### src/rtl/multdiv_seq.sv
// Sequential signed multiply (Booth) / divide (restoring); result strobed 33 edges after start.
// Define MULTDIV_BOOTH4_EN for radix-4 Booth multiply (17-edge multiply latency; divide unchanged).
`timescale 1ns/1ps
module multdiv_seq #(
  parameter int WIDTH = 32
) (
  input  logic               clk,
  input  logic               reset,
  input  logic               ctrl_MULT,
  input  logic               ctrl_DIV,
  input  logic [WIDTH-1:0]   data_operandA,
  input  logic [WIDTH-1:0]   data_operandB,
  output logic [WIDTH-1:0]   data_result,
  output logic [2*WIDTH-1:0] data_product,
  output logic               data_exception,
  output logic               data_resultRDY,
  output logic               busy
);
  // Two guard bits keep +/-2M partial products and the most negative multiplicand exact.
  localparam int ACCW = WIDTH + 2;
  localparam int CW   = $clog2(WIDTH);
`ifdef MULTDIV_BOOTH4_EN
  localparam int MUL_ITERS = WIDTH / 2;
`else
  localparam int MUL_ITERS = WIDTH;
`endif

  typedef enum logic [1:0] {IDLE, MUL, DIV, DONE} state_t;

  state_t           state, state_nxt;
  logic [CW-1:0]    cnt;
  logic [ACCW-1:0]  acc;
  logic [WIDTH-1:0] q, m;
  logic             qm1, neg_a, neg_b, div_zero, div_ovf;

  logic start, mul_last, div_last;
  assign start    = ctrl_MULT | ctrl_DIV;
  assign mul_last = (cnt == CW'(MUL_ITERS - 1));
  assign div_last = (cnt == CW'(WIDTH - 1));

  logic [WIDTH-1:0] a_mag, b_mag;
  assign a_mag = data_operandA[WIDTH-1] ? -data_operandA : data_operandA;
  assign b_mag = data_operandB[WIDTH-1] ? -data_operandB : data_operandB;

  logic [ACCW-1:0]  m_ext, booth_pp, booth_sum, mul_acc_nxt;
  logic [WIDTH-1:0] mul_q_nxt;
  logic             mul_qm1_nxt;
  assign m_ext = {{(ACCW-WIDTH){m[WIDTH-1]}}, m};

  always_comb begin
    booth_pp = '0;
`ifdef MULTDIV_BOOTH4_EN
    case ({q[1], q[0], qm1})
      3'b001, 3'b010: booth_pp = m_ext;
      3'b011:         booth_pp = m_ext << 1;
      3'b100:         booth_pp = -(m_ext << 1);
      3'b101, 3'b110: booth_pp = -m_ext;
      default:        booth_pp = '0;
    endcase
    booth_sum = acc + booth_pp;
    {mul_acc_nxt, mul_q_nxt, mul_qm1_nxt} = {{2{booth_sum[ACCW-1]}}, booth_sum, q[WIDTH-1:1]};
`else
    case ({q[0], qm1})
      2'b01:   booth_pp = m_ext;
      2'b10:   booth_pp = -m_ext;
      default: booth_pp = '0;
    endcase
    booth_sum = acc + booth_pp;
    {mul_acc_nxt, mul_q_nxt, mul_qm1_nxt} = {booth_sum[ACCW-1], booth_sum, q};
`endif
  end

  logic [2*WIDTH-1:0] mul_prod;
  logic               mul_exc;
  assign mul_prod = {mul_acc_nxt[WIDTH-1:0], mul_q_nxt};
  assign mul_exc  = (mul_prod[2*WIDTH-1:WIDTH] != {WIDTH{mul_prod[WIDTH-1]}});

  // Restoring step: remainder lives in acc[WIDTH-1:0], dividend shifts out of q as quotient shifts in.
  logic [WIDTH:0]   div_trial;
  logic [WIDTH-1:0] div_rem_nxt, div_q_nxt, quot_s, rem_s;
  assign div_trial = {acc[WIDTH-1:0], q[WIDTH-1]} - {1'b0, m};

  always_comb begin
    div_rem_nxt = {acc[WIDTH-2:0], q[WIDTH-1]};
    div_q_nxt   = {q[WIDTH-2:0], 1'b0};
    if (!div_trial[WIDTH]) begin
      div_rem_nxt = div_trial[WIDTH-1:0];
      div_q_nxt   = {q[WIDTH-2:0], 1'b1};
    end
  end

  assign quot_s = (neg_a ^ neg_b) ? -div_q_nxt : div_q_nxt;
  assign rem_s  = neg_a ? -div_rem_nxt : div_rem_nxt;

  always_ff @(posedge clk) begin
    if (reset) state <= IDLE;
    else       state <= state_nxt;
  end

  always_comb begin
    state_nxt = state;
    if (start) begin
      state_nxt = ctrl_MULT ? MUL : DIV;
    end else begin
      case (state)
        MUL:     if (mul_last) state_nxt = DONE;
        DIV:     if (div_last) state_nxt = DONE;
        DONE:    state_nxt = IDLE;
        default: state_nxt = state;
      endcase
    end
  end

  always_comb begin
    busy           = (state == MUL) || (state == DIV);
    data_resultRDY = (state == DONE);
  end

  always_ff @(posedge clk) begin
    if (reset) begin
      cnt            <= '0;
      acc            <= '0;
      q              <= '0;
      m              <= '0;
      qm1            <= 1'b0;
      neg_a          <= 1'b0;
      neg_b          <= 1'b0;
      div_zero       <= 1'b0;
      div_ovf        <= 1'b0;
      data_result    <= '0;
      data_product   <= '0;
      data_exception <= 1'b0;
    end else if (start) begin
      cnt   <= '0;
      acc   <= '0;
      qm1   <= 1'b0;
      neg_a <= data_operandA[WIDTH-1];
      neg_b <= data_operandB[WIDTH-1];
      if (ctrl_MULT) begin
        m <= data_operandA;
        q <= data_operandB;
      end else begin
        m <= b_mag;
        q <= a_mag;
      end
      div_zero <= (data_operandB == '0);
      div_ovf  <= (data_operandA == {1'b1, {(WIDTH-1){1'b0}}}) && (data_operandB == '1);
    end else if (state == MUL) begin
      cnt <= cnt + CW'(1);
      acc <= mul_acc_nxt;
      q   <= mul_q_nxt;
      qm1 <= mul_qm1_nxt;
      if (mul_last) begin
        data_result    <= mul_prod[WIDTH-1:0];
        data_product   <= mul_prod;
        data_exception <= mul_exc;
      end
    end else if (state == DIV) begin
      cnt <= cnt + CW'(1);
      acc <= {{(ACCW-WIDTH){1'b0}}, div_rem_nxt};
      q   <= div_q_nxt;
      if (div_last) begin
        if (div_zero) begin
          data_result    <= '0;
          data_product   <= '0;
          data_exception <= 1'b1;
        end else begin
          data_result    <= quot_s;
          data_product   <= {rem_s, quot_s};
          data_exception <= div_ovf;
        end
      end
    end
  end

endmodule

### config.mk
export PLATFORM = sky130hd
export DESIGN_NAME = multdiv_seq
export DESIGN_NICKNAME = d
export VERILOG_FILES = /design/src/rtl/multdiv_seq.sv
export SDC_FILE = /design/constraint.sdc
export NUM_CORES = 1
export LEC_CHECK = 0
export ABC_AREA = 1
export ABC_CLOCK_PERIOD_IN_PS = 5300
export BUFFER_PORTS_ARGS = -buffer_cell sky130_fd_sc_hd__buf_2
export CORE_UTILIZATION = 30
export CTS_BUF_LIST = sky130_fd_sc_hd__clkbuf_8
export CTS_CLUSTER_DIAMETER = 100
export CTS_CLUSTER_SIZE = 16
export DETAILED_ROUTE_END_ITERATION = 10
export GPL_ROUTABILITY_DRIVEN = 0
export PLACE_DENSITY = 0.52
export RECOVER_POWER = 100
export SLEW_MARGIN = 10
export SYNTH_ARGS = -nofsm -noshare
export SYNTH_HDL_FRONTEND = slang
export SYNTH_SLANG_ARGS = --single-unit
### constraint.sdc
create_clock -name clk -period 5.3 [get_ports clk]
set_input_delay 0.53 -clock clk [delete_from_list [all_inputs] [get_ports clk]]
set_output_delay 0.53 -clock clk [all_outputs]
set_load 0.01 [all_outputs]
==> summary.md <==
| Metric | Value |
|---|---|
| Status | `finished with violations` |
| Failing checks | `capacitance limit, slew limit` |
| Comb pwr share | `47.0%` |
| ANT nets after route | `0` |
| Die width | `247 um` |
| Synth top area cells | `dfxtp_1 19%, nand2_1 18%, inv_1 8.0%` |
| Hold Path Class | `in2reg` |
| Core area | `59200 um^2` |
| Mapped Area | `18100 um^2` |
| Seq/Total Area, Yosys | `19.3%` |
| WHS | `~0.30 ns` |
| Cell taking the most area after synthesis | `dfxtp_1` |
| Gate count of the mapped netlist | `about 3.2k` |
| Power density over the cells | `242 nW/um^2` |
| Max-cap viol count | `4` |
| Height of the die | `247 um` |
| Minimum clock period | `4.89 ns` |
| Via density | `around 5.3` |
| Syn-to-layout area delta | `9.94%` |
| Clk_skew | `0.0294 ns` |
| Post-synth top flop | `dfxtp_1` |
| Worst path arrival time | `5.27 ns` |
| CTS tree | `done` |
| Synth top area share | `between 10% and 20%` |
| Peak VDD IR | `between 150 and 200 uV` |
| Place WS | `0.517 ns` |
| Final hold vios | `0` |
| TritonCTS Sinks | `174` |
| Net Sw Frac | `roughly half` |
| Pint | `2.42 mW` |
| Synth unique cells | `59` |
| Die area | `61200 um^2` |
| Register Area | `3480 um^2` |
| Peak Freq | `around 200 MHz` |
| Final Core Density | `33.5%` |
| Area occupied by multi-input gates | `12400 um^2` |
| Post-synth ARST share | `0%` |
| Worst-path clk slew | `0.13 ns` |
| Tcrit/Tclk final | `92.3%` |
| Crit Path Max Fanout | `102` |
| Post-DP HPWL | `63.2 mm` |
| H-tree levels | `4` |
| CP Launch Type | `flip-flop` |
| Power share of the clock group | `21.7%` |
| Cells after DPL | `approximately 4.0k` |
| Post-synth EDFFs | `0` |
| Row count | `89` |
| Count of final max-slew check failures | `183` |
| CTS root buf | `clkbuf_8` |
| Final Total Pwr | `4.81 mW` |
| Design Area, Final | `19900 um^2` |
| First-pass GRT wire length | `118 mm` |
| DRC errors left | `0` |
| CTS Buf Count | `17` |
| Synth Register Bits | `174` |
| Drt wl/cell | `19.6 um` |
| Nets | `about 3.4k` |
| Initial Util | `30.5%` |
| Setup total negative slack | `0 ns` |
| Initial antenna violation count | `2` |
| CP Class | `reg2reg` |
| Vias in the first global route | `19.4k` |
| Synth warn | `0` |
| Cell area after placement | `about 20000 um^2` |
| Post-Syn Nets | `3303` |
| Final non-filler cell total | `4027` |
| Clock buffer depth | `2` |
| Clk Latency, worst-skew pair | `0.56 ns` |
| # port buffers | `between 150 and 200` |
| NetSw | `2.39 mW` |
| Grt ovf | `0` |
| Worst path required time | `approximately 5.7 ns` |
| 1st-pass router iterations | `6` |
| Largest net degree at the start of global routing | `103` |
| Vias | `21.2k` |
| Seq pwr share | `31.4%` |
| Layout cell share with drive strength beyond 1 | `~7.6%` |
| Final setup fails | `0` |
| Relative slew slack | `-67.7%` |
| Routed wire length | `79.0 mm` |
| IO Count | `167` |
| Fill cells | `6872` |
| Iter 0 DRT Violations | `1868` |
| Final WS setup | `0.411 ns` |
| Syn_area_per_cell | `5.72 um^2` |
| Worst-margin pin slew | `2.52 ns` |
| GRT Total Usage | `roughly a quarter` |
| Leak Pwr | `9.25 nW` |
| CP Capture Type | `flip-flop` |
[power groups by stage]
stage / sequential (mW) / combinational [mW] / clock, mW
after floorplan: 1.51 / 1.52 / 0
after global placement: 1.53 / 2.23 / 0
after CTS: 1.50 / 2.23 / 1.07
final: 1.51 / 2.26 / 1.04
after global routing: 1.52 / 2.50 / 1.11
after detailed placement: 1.53 / 2.22 / 0
[worst max-delay path, cell delays in order (launching register included)]
cell,delay [ns]
dfxtp_1,0.35
inv_1,0.11
ha_1,1.51
nor2_1,0.44
o211ai_1,0.40
clkinvlp_2,0.78
buf_4,0.71
o21ai_0,0.31
a31oi_1,0.07
[layer usage]
| layer | track usage [%] | vias to the layer above | wire length, um |
|---|---|---|---|
| li1 | - | 10600 | - |
| met1 | 33.4 | 9664 | 34400 |
| met2 | 40.1 | 857 | 34400 |
| met3 | 4.66 | 147 | 6030 |
| met4 | 12.4 | 0 | 4100 |
| met5 | 0 | - | 0 |
[synthesized netlist by cell type, drive strengths merged (15+ instances only)]
cell / n
nand4: 35
nor4: 18
o211ai: 34
a21oi: 223
clkbuf: 101
inv: 394
a31oi: 82
o221ai: 15
or2: 17
nand3b: 22
nand2: 887
nand3: 241
dfxtp: 174
nor2: 306
ha: 79
xor2: 58
buf: 58
o21ai: 275
nor3: 56
xnor2: 19
[path summary, 6_finish.rpt]
check / cells after the start / slack, ns / from / to
min: 3 / 0.30 / data_operandA[14] / m[14]
min reg2reg: 2 / 0.48 / cnt[4] / cnt[4]
max: 8 / 0.41 / state[1] / data_product[41]
max reg2reg: 8 / 0.41 / state[1] / data_product[41]
[cell usage in the layout (no fill, tap or decap), drive strengths merged, types with 18 or more instances in the layout]
cell type  netlist  routed
nand3          241     241
dfxtp          174     174
nand4           35      35
ha              79      79
clkbuf         101     123
xor2            58      58
nor2           306     306
nand3b          22      22
nor4            18      18
xnor2           19      19
inv            394     402
buf             58     119
o211ai          34      34
nand2          887     887
a31oi           82      82
o21ai          275     275
nor3            56      56
a21oi          223     223
[repair_timing]
item | 4_1_cts | 5_1_grt
hold buffers | 0 | 0
endpoints found under the setup margin | 0 | 6
gates resized for setup | 0 | 13
setup buffers | 0 | 3
[logic make-up (layout without fill, tap and decap cells)]
group                      after synthesis  count (layout)  synth area share [%]
and+or+nand+nor                       1585            1585                  37.5
xor gates and xnor gates                77              77                  3.74
buffers and inverters                  556             654                  12.5
AOI/OAI and AO/OA                      681             681                  21.3
DFF                                    174             174                  19.3
other                                    0               2                     0
adders and majority gates               81              81                  5.70
[final cells by class]
type,instances,share of cell area [%]
multi-input combinational,2424,62.3
sequential,174,17.5
inverter,397,7.51
timing repair buffer,225,5.67
tap,773,4.87
clock buffer,17,1.18
clock inverter,15,0.914
antenna,2,0.0252
[flip-flops by register name (all words and copies together) (netlist names)]
name,count
data_result,31
data_product,33
div_ovf,1
qm1,1
q,32
neg_b,1
m,32
state,2
cnt,5
acc,33
neg_a,1
div_zero,1
data_exception,1
Power figures use the tool's default switching activity.
